<file path="src/rtl/fuzz_vector_sequencer.sv">
// fuzz_vector_sequencer: queues stimulus vectors, replays each to a DUT for a programmable hold window plus zero gap, folds DUT responses into a signature.
// Latency: first vector appears on dut_in the cycle after the start edge; dut_y is captured at the closing edge of each hold window.
// Backpressure: vec_ready = !full from registered occupancy; a full FIFO refuses a push even when a pop happens in the same cycle.
//
// Ports:
//   clk, rst                 sole clock, synchronous active-high reset
//   vec_valid/vec_data/vec_ready  stimulus push interface (wire0 in MSBs .. wire4 in LSBs)
//   start, hold_cycles, zero_gap  run control; hold/gap relatched at every pop
//   dut_in                   registered drive to the DUT input bundle
//   dut_y                    DUT response, sampled at capture
//   sig, vec_count           running signature and saturating capture count
//   busy, done               not-IDLE flag and one-cycle end-of-run pulse

module fuzz_vector_sequencer #(
  parameter int DEPTH = 8,
  parameter int VEC_W = 84,
  parameter int Y_W   = 119
) (
  input  logic             clk,
  input  logic             rst,
  input  logic             vec_valid,
  input  logic [VEC_W-1:0] vec_data,
  output logic             vec_ready,
  input  logic             start,
  input  logic [3:0]       hold_cycles,
  input  logic [1:0]       zero_gap,
  output logic [VEC_W-1:0] dut_in,
  input  logic [Y_W-1:0]   dut_y,
  output logic [31:0]      sig,
  output logic [7:0]       vec_count,
  output logic             busy,
  output logic             done
);

  localparam logic [1:0] S_IDLE  = 2'd0;
  localparam logic [1:0] S_APPLY = 2'd1;
  localparam logic [1:0] S_ZERO  = 2'd2;
  localparam logic [1:0] S_FIN   = 2'd3;

  logic [1:0]       r_state;
  logic [3:0]       r_cnt;      // cycles remaining in current APPLY/ZERO window, minus one
  logic [1:0]       r_gap;      // zero_gap latched at the last pop
  logic [VEC_W-1:0] r_dut_in;
  logic [31:0]      r_sig;
  logic [7:0]       r_vec_count;

  logic             w_empty;
  logic [VEC_W-1:0] w_head;
  logic             w_cap;
  logic             w_next;
  logic             w_advance;
  logic             w_pop;
  logic [3:0]       w_hold_m1;
  logic [127:0]     w_y_ext;
  logic [31:0]      w_fold;

  fvs_fifo #(
    .W     (VEC_W),
    .DEPTH (DEPTH)
  ) u_fifo (
    .clk        (clk),
    .rst        (rst),
    .i_push_vld (vec_valid),
    .i_push_dat (vec_data),
    .o_push_rdy (vec_ready),
    .i_pop      (w_pop),
    .o_pop_dat  (w_head),
    .o_empty    (w_empty)
  );

  // Hold of 0 behaves as 1, so the counter preload is max(h,1)-1.
  assign w_hold_m1 = (hold_cycles == 4'd0) ? 4'd0 : hold_cycles - 4'd1;

  assign w_y_ext = 128'(dut_y);
  assign w_fold  = w_y_ext[127:96] ^ w_y_ext[95:64] ^ w_y_ext[63:32] ^ w_y_ext[31:0];

  assign w_cap = (r_state == S_APPLY) && (r_cnt == 4'd0);
  // Next-vector decision: end of ZERO, or capture itself when there is no gap.
  assign w_next    = (w_cap && (r_gap == 2'd0)) || ((r_state == S_ZERO) && (r_cnt == 4'd0));
  assign w_advance = ((r_state == S_IDLE) && start) || w_next;
  assign w_pop     = w_advance && !w_empty;

  always_ff @(posedge clk) begin
    if (rst) begin
      r_state     <= S_IDLE;
      r_cnt       <= 4'd0;
      r_gap       <= 2'd0;
      r_dut_in    <= '0;
      r_sig       <= 32'd0;
      r_vec_count <= 8'd0;
    end else begin
      unique case (r_state)
        S_IDLE: begin
          if (start) begin
            r_sig       <= 32'd0;
            r_vec_count <= 8'd0;
          end
        end
        S_APPLY: begin
          if (r_cnt != 4'd0) begin
            r_cnt <= r_cnt - 4'd1;
          end else begin
            r_sig <= {r_sig[30:0], r_sig[31]} ^ w_fold;
            if (r_vec_count != 8'hFF) r_vec_count <= r_vec_count + 8'd1;
            if (r_gap != 2'd0) begin
              r_state  <= S_ZERO;
              r_dut_in <= '0;
              r_cnt    <= {2'b00, r_gap} - 4'd1;
            end
          end
        end
        S_ZERO: begin
          if (r_cnt != 4'd0) r_cnt <= r_cnt - 4'd1;
        end
        S_FIN: begin
          r_state <= S_IDLE;
        end
        default: r_state <= S_IDLE;
      endcase

      // Shared hand-off: load the next vector or finish the run.
      if (w_advance) begin
        if (!w_empty) begin
          r_state  <= S_APPLY;
          r_dut_in <= w_head;
          r_cnt    <= w_hold_m1;
          r_gap    <= zero_gap;
        end else begin
          r_state  <= S_FIN;
          r_dut_in <= '0;
        end
      end
    end
  end

  assign dut_in    = r_dut_in;
  assign sig       = r_sig;
  assign vec_count = r_vec_count;
  assign busy      = (r_state != S_IDLE);
  assign done      = (r_state == S_FIN);

endmodule

// fvs_fifo: generic power-of-two FIFO with registered occupancy.
// Latency: pushed word visible at o_pop_dat the cycle after the push edge (if it is the head).
// Backpressure: o_push_rdy = !full from registered count only; pops never free space the same cycle.
//
// Ports: push valid/data/ready, pop strobe with head data, empty flag.
module fvs_fifo #(
  parameter int W     = 8,
  parameter int DEPTH = 8
) (
  input  logic         clk,
  input  logic         rst,
  input  logic         i_push_vld,
  input  logic [W-1:0] i_push_dat,
  output logic         o_push_rdy,
  input  logic         i_pop,
  output logic [W-1:0] o_pop_dat,
  output logic         o_empty
);

  localparam int AW = $clog2(DEPTH);
  localparam logic [AW:0] FULL_CNT = (AW+1)'(DEPTH);

  logic [W-1:0]  r_mem [DEPTH];
  logic [AW-1:0] r_wr_ptr;
  logic [AW-1:0] r_rd_ptr;
  logic [AW:0]   r_count;   // one extra bit so 0 and DEPTH never alias
  logic          w_push;
  logic          w_pop;

  assign o_push_rdy = (r_count != FULL_CNT);
  assign o_empty    = (r_count == '0);
  assign w_push     = i_push_vld && o_push_rdy;
  assign w_pop      = i_pop && !o_empty;
  assign o_pop_dat  = r_mem[r_rd_ptr];

  always_ff @(posedge clk) begin
    if (w_push) r_mem[r_wr_ptr] <= i_push_dat;
  end

  // Pointers wrap naturally since DEPTH is a power of two.
  always_ff @(posedge clk) begin
    if (rst) begin
      r_wr_ptr <= '0;
      r_rd_ptr <= '0;
      r_count  <= '0;
    end else begin
      if (w_push) r_wr_ptr <= r_wr_ptr + AW'(1);
      if (w_pop)  r_rd_ptr <= r_rd_ptr + AW'(1);
      r_count <= r_count + (AW+1)'(w_push) - (AW+1)'(w_pop);
    end
  end

endmodule

</file>
<file path="config.mk">
export PLATFORM = sky130hd
export DESIGN_NAME = fuzz_vector_sequencer
export DESIGN_NICKNAME = d
export VERILOG_FILES = /design/src/rtl/fuzz_vector_sequencer.sv
export SDC_FILE = /design/constraint.sdc
export NUM_CORES = 1
export LEC_CHECK = 0
export CAP_MARGIN = 10
export CORE_UTILIZATION = 61
export DETAILED_ROUTE_END_ITERATION = 7
export PLACE_DENSITY_LB_ADDON = 0.12
export SLEW_MARGIN = 10
export SYNTH_ARGS = -nofsm -noshare
export SYNTH_HDL_FRONTEND = slang
export SYNTH_SLANG_ARGS = --single-unit
</file>
<file path="constraint.sdc">
create_clock -name clk -period 25.2 [get_ports clk]
set_clock_uncertainty 0.1 [all_clocks]
set_input_delay 5.04 -clock clk [delete_from_list [all_inputs] [get_ports clk]]
set_output_delay 5.04 -clock clk [all_outputs]
set_load 0.01 [all_outputs]
</file>
==> reports/metrics.yaml <==
status: "complete, no violations"
r2r-end: "dut_in[9]$_SDFFE_PP0P_"
dieArea_um2: 52800
ir_drop_mv: 0.0837
start_util_pct: 61.7
grt_max_degree: 121
clk_latency_ns: 0.61
via_count: 16100
syn_nets: 1798
syn_area_um2: 31700
clk_pin_slew_ns: 0.06
post_cts_buffers: 0
cts.sinks: 817
yosys_most_used_dff: "edfxtp_1"
grt_pass1_wl_mm: 101
hpwl_mm: 37.2
wirelength_mm: 65.9
wl_per_cell_um: 24.5
drv_cap: 0
die_h_um: 230
cp_slowest_stage_delay_ns: 0.89
async_flop_share_pct: 0
critical_path_class: "in -> reg"
syn_inst: 1570
yosysTopAreaCell: "edfxtp_1"
crit_top_cell: "buf_4"
antenna_found_initial: 11
final_antenna_net_count: 0
avgSynthCellArea_um2: 20.2
cts-hold-fix-buffers: 0
hold_viol_final: 0
tns_ns: 0
ys.warnings.count: 0
drive_gt1_share_pct: 19.3
arrival_ns: 7.85
io_pins: 340
met2_usage_pct: 42.2
dp.cells: 2529
dr.first_iter.drc_count: 1248
setup_slack_ns: 17.47
drt-pass1-iter-count: 5
leakagePower_nw: 12.1
pre_cts_slack_ns: 16.84
gp_congestion: 0.875
cp.required_ns: 25.32
setup_violations: 0
portBuffers: 339
crit_path_cell_trace: "clkdlybuf4s50_1, nand3_1, nor3_2, buf_4, buf_4"
routed_via_density: 6.01
gr-total-overflow: 0
timing.slew.headroom_pct: 22.5
cts_tree: "done"
fmax_mhz: 129
numCtsBuffers: 81
use_met1_pct: 34.4
cellPowerDensity_nw_per_um2: 94.3
ys_ff_latch: 817
endpoint_kind: "flop"
worst_slew_pin_slew_ns: 1.16
post-route-period-util_pct: 30.7
min_to: "dut_in[73]$_SDFFE_PP0P_"
critPathLaunchType: "input pin"
top_usage_layer: "met2"
drv_slew: 0
coreArea_um2: 51300
clock_path_buffers: 3
hold_depth: 1
rsz0062_at_grt: "no"
rows: 83
synth_seq_area_share_pct: 72.9
hp-class: "reg -> reg"
hp-start: "dut_in[73]$_SDFFE_PP0P_"
post-route-drc-count: 0
cts_resized: 0
cts_root_buf: "clkbuf_16"
post-route-min-period_ns: 7.73
yosysMostFrequentCell: "edfxtp_1"
fin_cells: 2685
layout.nets: 2160
synthTopCellsByCount: "edfxtp_1 (672), mux4_2 (168), dfxtp_1 (145)"
synthTopCellsByArea: "edfxtp_1 (64%), mux4_2 (12%), dfxtp_1 (9.2%)"
grt.total_usage_pct: 25.5
worst-r2r-cell-count: 5
grt_pass1_vias: 17000
synthDominantCellAreaShare_pct: 63.7
reg2reg_slack_ns: 21.50
synth_cell_types: 52
cp_slowest_cell: "buf_4"
htreeDepth: 3
synth_edf_count: 672
critPathMaxFanout: 65
fp.dieW_um: 230
area_growth_pct: 21.4
grt_use_met3_pct: 5.46
==> per-layer routing <==
metal / part of all wire (%) / up-vias
li1: - / 7103
met1: 41 / 8373
met2: 50 / 540
met3: 6.2 / 115
met4: 2.2 / 12
met5: 0.11 / -
==> logic make-up (layout without fill, tap and decap cells) <==
logic type / count (synthesis) / in the layout / share of synthesized area, %
DFF: 817 / 817 / 72.9
muxes: 254 / 254 / 14.7
AOI/OAI and AO/OA: 162 / 162 / 5.30
xor gates and xnor gates: 123 / 123 / 3.40
buffers and inverters: 101 / 531 / 1.45
and+or+nand+nor: 98 / 98 / 1.64
adders and majority gates: 15 / 15 / 0.617
other: 0 / 5 / 0
==> cell type report <==
class	count	area, µm²
timing repair buffer	360	3560
tap	680	851
clock buffer	115	2330
fill	2919	12900
multi-input combinational	652	8180
clock inverter	36	327
inverter	20	76.3
sequential	817	23100
antenna	5	12.5
==> layout by cell type (no fill, tap or decap), drive strengths merged, types with 6 or more instances in the layout <==
cell type      Yosys  final
xor2              34     34
nor3               7      7
edfxtp           672    672
buf               38     21
mux4             168    168
nand2             15     15
nor2              30     30
nand3              9      9
inv               19     21
clkbuf            43    115
clkinv             1     26
bufinv             0      6
o21ai              9      9
or3                6      6
xnor2             89     89
clkdlybuf4s50      0    339
mux2i             86     86
dfxtp            145    145
o2bb2ai          107    107
ha                14     14
a22oi              9      9
a21oi             16     16
==> state kept, by name, summed over array words and instances, names as in the netlist, named ones only <==
signal           flops
sig                 32
dut_in              84
u_fifo.r_wr_ptr      3
u_fifo.r_rd_ptr      3
r_cnt                4
r_gap                2
u_fifo.r_count       4
r_state              2
u_fifo.r_mem       672
vec_count            8
==> per-stage QoR <==
stage	hold slack [ns]	util [%]	cell area, µm²	total power, W
after global routing	0.375	74.9	38400	0.00376
after floorplan	0.354	-	31700	0.00216
after global placement	0.347	69.7	35800	0.00245
after CTS	0.366	74.9	38400	0.00365
final	0.366	74.9	38400	0.00362
after detailed placement	0.347	69.7	35800	0.00246
==> how the worst max path moves through the flow <==
| stage | from | end | cells past startpoint |
|---|---|---|---|
| 2_1_floorplan | vec_valid | u_fifo.r_mem[0][0]$_DFFE_PP_ | 3 |
| 3_3_place_gp | vec_valid | u_fifo.r_mem[1][18]$_DFFE_PP_ | 5 |
| 3_5_place_dp | vec_valid | u_fifo.r_mem[1][18]$_DFFE_PP_ | 5 |
| 4_1_cts | vec_valid | u_fifo.r_mem[1][11]$_DFFE_PP_ | 5 |
| 5_1_grt | vec_valid | u_fifo.r_mem[1][11]$_DFFE_PP_ | 5 |
| 6_report | vec_valid | u_fifo.r_mem[1][11]$_DFFE_PP_ | 5 |
==> where the power goes <==
part	internal [W]	switching (W)	total [W]
Clock	0.000705	0.000483	0.00119
Combinational	0.000375	0.000370	0.000746
Sequential	0.00159	0.000100	0.00169
Total	0.00267	0.000953	0.00362
==> worst max-delay path, delay by kind of cell <==
| family | cells | cell delay (ns) |
|---|---|---|
| buffers and inverters | 3 | 1.78 |
| and+or+nand+nor | 2 | 0.94 |
No activity file was read; power rests on OpenSTA's default activity.
